<file path="src/rtl/cp0_exc_handler_pkg.sv">
// CP0 definitions shared by the exception handler and its timer:
// exception codes, register numbers, status/cause bit positions, entry vector.
package cp0_exc_handler_pkg;

  localparam logic [4:0] EXC_INT  = 5'd0;
  localparam logic [4:0] EXC_ADEL = 5'd4;
  localparam logic [4:0] EXC_ADES = 5'd5;
  localparam logic [4:0] EXC_SYS  = 5'd8;
  localparam logic [4:0] EXC_BP   = 5'd9;
  localparam logic [4:0] EXC_RI   = 5'd10;
  localparam logic [4:0] EXC_OV   = 5'd12;

  localparam logic [4:0] CP0_BADVADDR = 5'd8;
  localparam logic [4:0] CP0_COUNT    = 5'd9;
  localparam logic [4:0] CP0_COMPARE  = 5'd11;
  localparam logic [4:0] CP0_STATUS   = 5'd12;
  localparam logic [4:0] CP0_CAUSE    = 5'd13;
  localparam logic [4:0] CP0_EPC      = 5'd14;

  localparam int ST_IE  = 0;
  localparam int ST_EXL = 1;
  localparam int ST_BEV = 22;
  localparam int CA_TI  = 30;
  localparam int CA_BD  = 31;

  localparam logic [31:0] EXC_VECTOR_DEF = 32'hBFC0_0380;

  // Single action selected in M after priority resolution
  typedef enum logic [1:0] {
    ACT_NONE,
    ACT_EXC,
    ACT_ERET,
    ACT_MTC0
  } act_e;

endpackage

</file>
<file path="src/rtl/cp0_exc_handler_timer.sv">
// CP0 timer: Count with a clock divider, Compare, and the sticky TI flag.
// Only instantiated when CP0_TIMER_EN is defined.
module cp0_timer
  import cp0_exc_handler_pkg::*;
#(
  parameter int CNT_DIV = 2
) (
  input  logic        clk,
  input  logic        reset,
  input  logic        cnt_we,
  input  logic        cmp_we,
  input  logic [31:0] wdata,
  output logic [31:0] count_o,
  output logic [31:0] compare_o,
  output logic        ti_o
);

  localparam int DW = (CNT_DIV > 1) ? $clog2(CNT_DIV) : 1;
  localparam logic [DW-1:0] DIV_LAST = DW'(CNT_DIV - 1);

  logic [DW-1:0] div_q, div_d;
  logic [31:0]   count_q, count_d;
  logic [31:0]   compare_q, compare_d;
  logic          ti_q, ti_d;

  // Divider tick, software loads, and TI set/clear (a Compare write beats a match)
  always_comb begin
    div_d     = div_q;
    count_d   = count_q;
    compare_d = compare_q;
    ti_d      = ti_q | (count_q == compare_q);
    if (div_q == DIV_LAST) begin
      div_d   = '0;
      count_d = count_q + 32'd1;
    end else begin
      div_d = div_q + DW'(1);
    end
    if (cnt_we) begin
      div_d   = '0;
      count_d = wdata;
    end
    if (cmp_we) begin
      compare_d = wdata;
      ti_d      = 1'b0;
    end
  end

  // Timer state registers
  always_ff @(posedge clk) begin
    if (reset) begin
      div_q     <= '0;
      count_q   <= '0;
      compare_q <= '0;
      ti_q      <= 1'b0;
    end else begin
      div_q     <= div_d;
      count_q   <= count_d;
      compare_q <= compare_d;
      ti_q      <= ti_d;
    end
  end

  assign count_o   = count_q;
  assign compare_o = compare_q;
  assign ti_o      = ti_q;

endmodule

</file>
<file path="src/rtl/cp0_exc_handler.sv">
// CP0 exception handler: interrupt/exception priority in M, CP0 register
// file, MFC0/MTC0, ERET, flush and redirect.
// Optional timer (Count/Compare/TI) built only when CP0_TIMER_EN is defined.
module cp0_exc_handler
  import cp0_exc_handler_pkg::*;
#(
  parameter logic [31:0] EXC_VECTOR = EXC_VECTOR_DEF,
  parameter int          CNT_DIV    = 2
) (
  input  logic        clk,
  input  logic        reset,
  input  logic        inst_valid_M,
  input  logic [4:0]  exc_M,
  input  logic [31:0] pc_M,
  input  logic        bd_M,
  input  logic [31:0] badvaddr_M,
  input  logic        eret_M,
  input  logic        mtc0_we_M,
  input  logic [4:0]  cp0_addr_M,
  input  logic [31:0] cp0_wdata_M,
  input  logic [5:0]  ext_int,
  output logic [31:0] cp0_rdata_M,
  output logic        flush,
  output logic [31:0] redirect_pc,
  output logic [31:0] epc_o
);

  logic [31:0] badvaddr_q, badvaddr_d;
  logic [7:0]  im_q, im_d;
  logic        exl_q, exl_d;
  logic        ie_q, ie_d;
  logic        bd_q, bd_d;
  logic [5:0]  ip_hw_q, ip_hw_d;
  logic [1:0]  ip_sw_q, ip_sw_d;
  logic [4:0]  exccode_q, exccode_d;
  logic [31:0] epc_q, epc_d;

  logic [31:0] count, compare;
  logic        ti;
  logic        int_req;
  act_e        act;
  logic [31:0] status_r, cause_r;

`ifdef CP0_TIMER_EN
  logic cnt_we, cmp_we;
  assign cnt_we = (act == ACT_MTC0) && (cp0_addr_M == CP0_COUNT);
  assign cmp_we = (act == ACT_MTC0) && (cp0_addr_M == CP0_COMPARE);

  cp0_timer #(.CNT_DIV(CNT_DIV)) u_timer (
    .clk       (clk),
    .reset     (reset),
    .cnt_we    (cnt_we),
    .cmp_we    (cmp_we),
    .wdata     (cp0_wdata_M),
    .count_o   (count),
    .compare_o (compare),
    .ti_o      (ti)
  );
`else
  assign count   = '0;
  assign compare = '0;
  assign ti      = 1'b0;
`endif

  // Priority resolution: interrupt > exception > ERET > MTC0
  always_comb begin
    int_req = ie_q & ~exl_q & (|({ip_hw_q, ip_sw_q} & im_q)) & inst_valid_M;
    if (int_req || exc_M != 5'd0) act = ACT_EXC;
    else if (eret_M)              act = ACT_ERET;
    else if (mtc0_we_M)           act = ACT_MTC0;
    else                          act = ACT_NONE;
  end

  // Flush/redirect are combinational; reset squashes any in-flight action
  always_comb begin
    flush       = 1'b0;
    redirect_pc = '0;
    if (!reset) begin
      if (act == ACT_EXC) begin
        flush       = 1'b1;
        redirect_pc = EXC_VECTOR;
      end else if (act == ACT_ERET) begin
        flush       = 1'b1;
        redirect_pc = epc_q;
      end
    end
  end

  // Next CP0 state for the winning action; HW IP lines sampled every cycle
  always_comb begin
    badvaddr_d = badvaddr_q;
    im_d       = im_q;
    exl_d      = exl_q;
    ie_d       = ie_q;
    bd_d       = bd_q;
    ip_sw_d    = ip_sw_q;
    exccode_d  = exccode_q;
    epc_d      = epc_q;
    ip_hw_d    = {ext_int[5] | ti, ext_int[4:0]};
    unique case (act)
      ACT_EXC: begin
        exccode_d = int_req ? EXC_INT : exc_M;
        exl_d     = 1'b1;
        // Nested exceptions keep the original EPC/BD
        if (!exl_q) begin
          epc_d = bd_M ? (pc_M - 32'd4) : pc_M;
          bd_d  = bd_M;
        end
        if (!int_req && (exc_M == EXC_ADEL || exc_M == EXC_ADES))
          badvaddr_d = badvaddr_M;
      end
      ACT_ERET: exl_d = 1'b0;
      ACT_MTC0: begin
        unique case (cp0_addr_M)
          CP0_STATUS: begin
            im_d  = cp0_wdata_M[15:8];
            exl_d = cp0_wdata_M[ST_EXL];
            ie_d  = cp0_wdata_M[ST_IE];
          end
          CP0_CAUSE: ip_sw_d = cp0_wdata_M[9:8];
          CP0_EPC:   epc_d   = cp0_wdata_M;
          default: ;
        endcase
      end
      default: ;
    endcase
  end

  // CP0 state registers
  always_ff @(posedge clk) begin
    if (reset) begin
      badvaddr_q <= '0;
      im_q       <= '0;
      exl_q      <= 1'b0;
      ie_q       <= 1'b0;
      bd_q       <= 1'b0;
      ip_hw_q    <= '0;
      ip_sw_q    <= '0;
      exccode_q  <= '0;
      epc_q      <= '0;
    end else begin
      badvaddr_q <= badvaddr_d;
      im_q       <= im_d;
      exl_q      <= exl_d;
      ie_q       <= ie_d;
      bd_q       <= bd_d;
      ip_hw_q    <= ip_hw_d;
      ip_sw_q    <= ip_sw_d;
      exccode_q  <= exccode_d;
      epc_q      <= epc_d;
    end
  end

  // MFC0 read mux; BEV is hard-wired to 1
  always_comb begin
    status_r = {9'd0, 1'b1, 6'd0, im_q, 6'd0, exl_q, ie_q};
    cause_r  = {bd_q, ti, 14'd0, ip_hw_q, ip_sw_q, 1'b0, exccode_q, 2'b00};
    unique case (cp0_addr_M)
      CP0_BADVADDR: cp0_rdata_M = badvaddr_q;
      CP0_COUNT:    cp0_rdata_M = count;
      CP0_COMPARE:  cp0_rdata_M = compare;
      CP0_STATUS:   cp0_rdata_M = status_r;
      CP0_CAUSE:    cp0_rdata_M = cause_r;
      CP0_EPC:      cp0_rdata_M = epc_q;
      default:      cp0_rdata_M = '0;
    endcase
  end

  assign epc_o = epc_q;

endmodule

</file>
<file path="config.mk">
export PLATFORM = sky130hd
export DESIGN_NAME = cp0_exc_handler
export DESIGN_NICKNAME = d
export VERILOG_FILES = /design/src/rtl/cp0_exc_handler_pkg.sv /design/src/rtl/cp0_exc_handler_timer.sv /design/src/rtl/cp0_exc_handler.sv
export SDC_FILE = /design/constraint.sdc
export NUM_CORES = 1
export LEC_CHECK = 0
export CAP_MARGIN = 20
export CORE_MARGIN = 5
export CORE_UTILIZATION = 44
export DETAILED_ROUTE_END_ITERATION = 12
export GPL_TIMING_DRIVEN = 0
export PLACE_DENSITY = 0.8
export SLEW_MARGIN = 20
export SYNTH_ARGS = -nofsm -noshare
export SYNTH_HDL_FRONTEND = slang
export SYNTH_SLANG_ARGS = --single-unit
</file>
<file path="constraint.sdc">
create_clock -name clk -period 6.9 [get_ports clk]
set_input_delay 0.69 -clock clk [delete_from_list [all_inputs] [get_ports clk]]
set_output_delay 0.69 -clock clk [all_outputs]
set_load 0.005 [all_outputs]
</file>
==> impl_metrics.sql <==
INSERT INTO impl_metrics (metric_group, metric, value, unit) VALUES
('status', 'status', 'finished, final reports clean', ''),
('synthesis', 'async_flop_share', '0', ''),
('floorplanning', 'boundary_pin_count', '215', ''),
('sta', 'hold-worst-slack', '0.460', 'ns'),
('sta', 'finalHoldViolations', '0', ''),
('cts', 'post-cts-setup-buffer-count', '0', ''),
('final_layout', 'antenna-diode-count', '0', ''),
('critical_path', 'critical_path_class', 'input port to primary output', ''),
('synthesis', 'yosys-top-cells-count', 'sky130_fd_sc_hd__nand2_1, sky130_fd_sc_hd__dfxtp_1, sky130_fd_sc_hd__a21oi_1', ''),
('synthesis', 'synthesis.nets', '748', ''),
('placement', 'finalWeightedCongestion', '0.913', ''),
('synthesis', 'yosysUniqueCellTypes', '60', ''),
('final_layout', 'design.final.nets', '970', ''),
('floorplanning', 'height_of_the_chip', '116', 'um'),
('power_and_ir_drop', 'power.density_cell_area', '173', 'mW/mm^2'),
('power_and_ir_drop', 'power.static_leakage', '0.00272', 'uW'),
('sta', 'worst_margin_slew', '0.867', 'ns'),
('grt', 'initial_antenna_violation_count', '0', ''),
('synthesis', 'postSynthCellCount', '624', ''),
('route', 'wirelength', '20100', 'um'),
('cts', 'cts.hold.buffers_added', '0', ''),
('synthesis', 'syn_avg_cell_area', '7.93', 'sq um'),
('final_layout', 'final_core_util', '0.690', ''),
('route', 'route.antenna.remaining_nets', '0', ''),
('synthesis', 'synth_top_cell_by_area', 'sky130_fd_sc_hd__dfxtp_1', ''),
('critical_path', 'r2r-end', 'epc_o[15]', ''),
('power_and_ir_drop', 'worst_supply_voltage_drop_on_vdd', '0.128', 'mV'),
('cts', 'cts_resized', '0', ''),
('critical_path', 'critical_path_peak_fanout', '10', ''),
('grt', 'grt.met3_usage', '0.0418', ''),
('floorplanning', 'fp.coreArea', '0.0109', 'sq mm'),
('grt', 'grtUsageMet1', '0.373', ''),
('critical_path', 'critical_path.startpoint', 'exc_M[3]', ''),
('floorplanning', 'die-width', '116', 'um'),
('cts', 'tritoncts.num_buffers', '9', ''),
('route', 'drt-pass1-iter-count', '5', ''),
('cts', 'tritoncts', 'built', ''),
('synthesis', 'yosysWarnings', '0', ''),
('cts', 'clk_root_buffer_cell', 'sky130_fd_sc_hd__clkbuf_16', ''),
('route', 'via_count_normalized_by_instance_count', '5.80', ''),
('final_layout', 'fill_cells', '904', ''),
('synthesis', 'synth.ff_latch_count', '88', ''),
('synthesis', 'yosys.cell_count.top_type', 'sky130_fd_sc_hd__nand2_1', ''),
('final_layout', 'instances_no_fill', '991', ''),
('sta', 'post-route-min-period', '4.47', 'ns'),
('route', 'detail_route.drc_violations', '0', ''),
('sta', 'crit_share_post_route', '0.647', ''),
('critical_path', 'worst-endpoint-arrival', '3.78', 'ns'),
('critical_path', 'worst-r2r-cell-count', '13', ''),
('grt', 'grt-ovfl-total', '0', ''),
('sta', 'skew', '0.00628', 'ns'),
('placement', 'place_area', '0.00723', 'sq mm'),
('critical_path', 'cp.required', '6.21', 'ns'),
('critical_path', 'crit_path_end_kind', 'primary output', ''),
('final_layout', 'share_of_post_route_cells_with_drive_strength_above_1', '0.0400', ''),
('sta', 'final-max-slew-violation-count', '0', ''),
('grt', 'grt_pass1_wl', '30600', 'um'),
('critical_path', 'start_kind', 'input port', ''),
('placement', 'placedCellCount', '975', ''),
('sta', 'fin_tns_setup', '0', 'ns'),
('synthesis', 'synth_largest_type_area_fraction', '0.356', ''),
('sta', 'fmax', '224', 'MHz'),
('grt', 'maximum_number_of_pins_on_one_net_before_global_route_repair', '15', ''),
('sta', 'grt_setup_unrepaired', 'false', ''),
('synthesis', 'post_synth_instance_area', '0.00495', 'sq mm'),
('final_layout', 'final_area', '0.00754', 'sq mm'),
('cts', 'insertion_delay', '0.34', 'ns'),
('cts', 'cts_max_level', '3', ''),
('synthesis', 'synth_area_leaders', 'sky130_fd_sc_hd__dfxtp_1, sky130_fd_sc_hd__a21oi_1, sky130_fd_sc_hd__nand2_1', ''),
('cts', 'clock_tree.buffer_depth', '2', ''),
('grt', 'groute.layer.met2.usage', '0.491', '');
[critical path, cell delays in order]
cell and delay [ns]:
sky130_fd_sc_hd__clkdlybuf4s50_1 0.45, sky130_fd_sc_hd__nor3_1 0.34, sky130_fd_sc_hd__and3_1 0.24, sky130_fd_sc_hd__o21ai_0 0.17, sky130_fd_sc_hd__ha_1 0.25, sky130_fd_sc_hd__clkbuf_1 0.19, sky130_fd_sc_hd__nor3b_1 0.25, sky130_fd_sc_hd__clkbuf_1 0.46
sky130_fd_sc_hd__and2_1 0.22, sky130_fd_sc_hd__clkdlybuf4s50_1 0.51
[layout make-up]
cell class                      instances  area (sq um)  share of cell area
Sequential cell                        88          1760               0.234
Clock buffer                           12           256              0.0340
Clock inverter                          4          52.6             0.00697
Inverter                                6          22.5             0.00299
Buffer                                 42           163              0.0216
Multi-Input combinational cell        488          3000               0.398
Timing Repair Buffer                  211          2110               0.280
Tap cell                              140           175              0.0232
[metal layers]
layer	vias up	share of wire
met4	0	0.042
met5	-	0
met3	55	0.081
li1	2684	-
met2	305	0.48
met1	2701	0.40
[worst min path at each step]
| stage | startpoint | endpoint | slack (ns) | depth (start not counted) |
|---|---|---|---|---|
| final | badvaddr_q[31] | badvaddr_q[31] | 0.46 | 2 |
| after detailed placement | badvaddr_q[6] | badvaddr_q[6] | 0.45 | 2 |
| after CTS | badvaddr_q[31] | badvaddr_q[31] | 0.46 | 2 |
| after global placement | badvaddr_q[23] | badvaddr_q[23] | 0.44 | 2 |
| after global routing | badvaddr_q[13] | badvaddr_q[13] | 0.47 | 2 |
| after floorplan | badvaddr_q[0] | badvaddr_q[0] | 0.44 | 2 |
[power by group]
| group | internal, uW | total, uW | switching [uW] |
|---|---|---|---|
| Combinational | 134 | 240 | 106 |
| Sequential | 532 | 562 | 29.5 |
| Clock | 301 | 499 | 198 |
[through the flow]
| stage | total power [uW] | setup WS (ns) |
|---|---|---|
| floorplan | 646 | 3.99 |
| global placement | 803 | 2.56 |
| detailed placement | 809 | 2.45 |
| CTS | 1300 | 2.44 |
| global route | 1350 | 2.24 |
| finish | 1300 | 2.43 |
[layout by cell type (no fill, tap or decap), drive strengths merged, types with 4 or more instances in the layout]
| master | instances |
|---|---|
| o211ai | 7 |
| o221ai | 12 |
| a22o | 15 |
| o21ai | 24 |
| nand2b | 5 |
| nor2b | 12 |
| and2 | 21 |
| mux2i | 25 |
| a22oi | 25 |
| dfxtp | 88 |
| xnor2 | 19 |
| nor3 | 13 |
| nor4 | 8 |
| a21oi | 80 |
| xor2 | 6 |
| a31oi | 5 |
| ha | 6 |
| nand2 | 101 |
| inv | 6 |
| o22ai | 4 |
| nor2 | 50 |
| buf | 6 |
| or4 | 6 |
| clkdlybuf4s50 | 211 |
| clkbuf | 48 |
| nand3 | 8 |
[logic make-up after synthesis]
family	Yosys count	synth area share
AO/OA/AOI/OAI	184	0.235
XOR/XNOR	25	0.0443
buffers and inverters	48	0.0374
flip-flops	88	0.356
AND/OR/NAND/NOR	248	0.262
multiplexers	25	0.0506
adder cells (fa/ha/maj)	6	0.0152
[state kept, by name, summed over array words and instances (netlist names)]
signal      cells
epc_o          32
ip_sw_q         2
ip_hw_q         6
im_q            8
exccode_q       5
bd_q            1
ie_q            1
badvaddr_q     32
exl_q           1
Power figures use the tool's default switching activity.
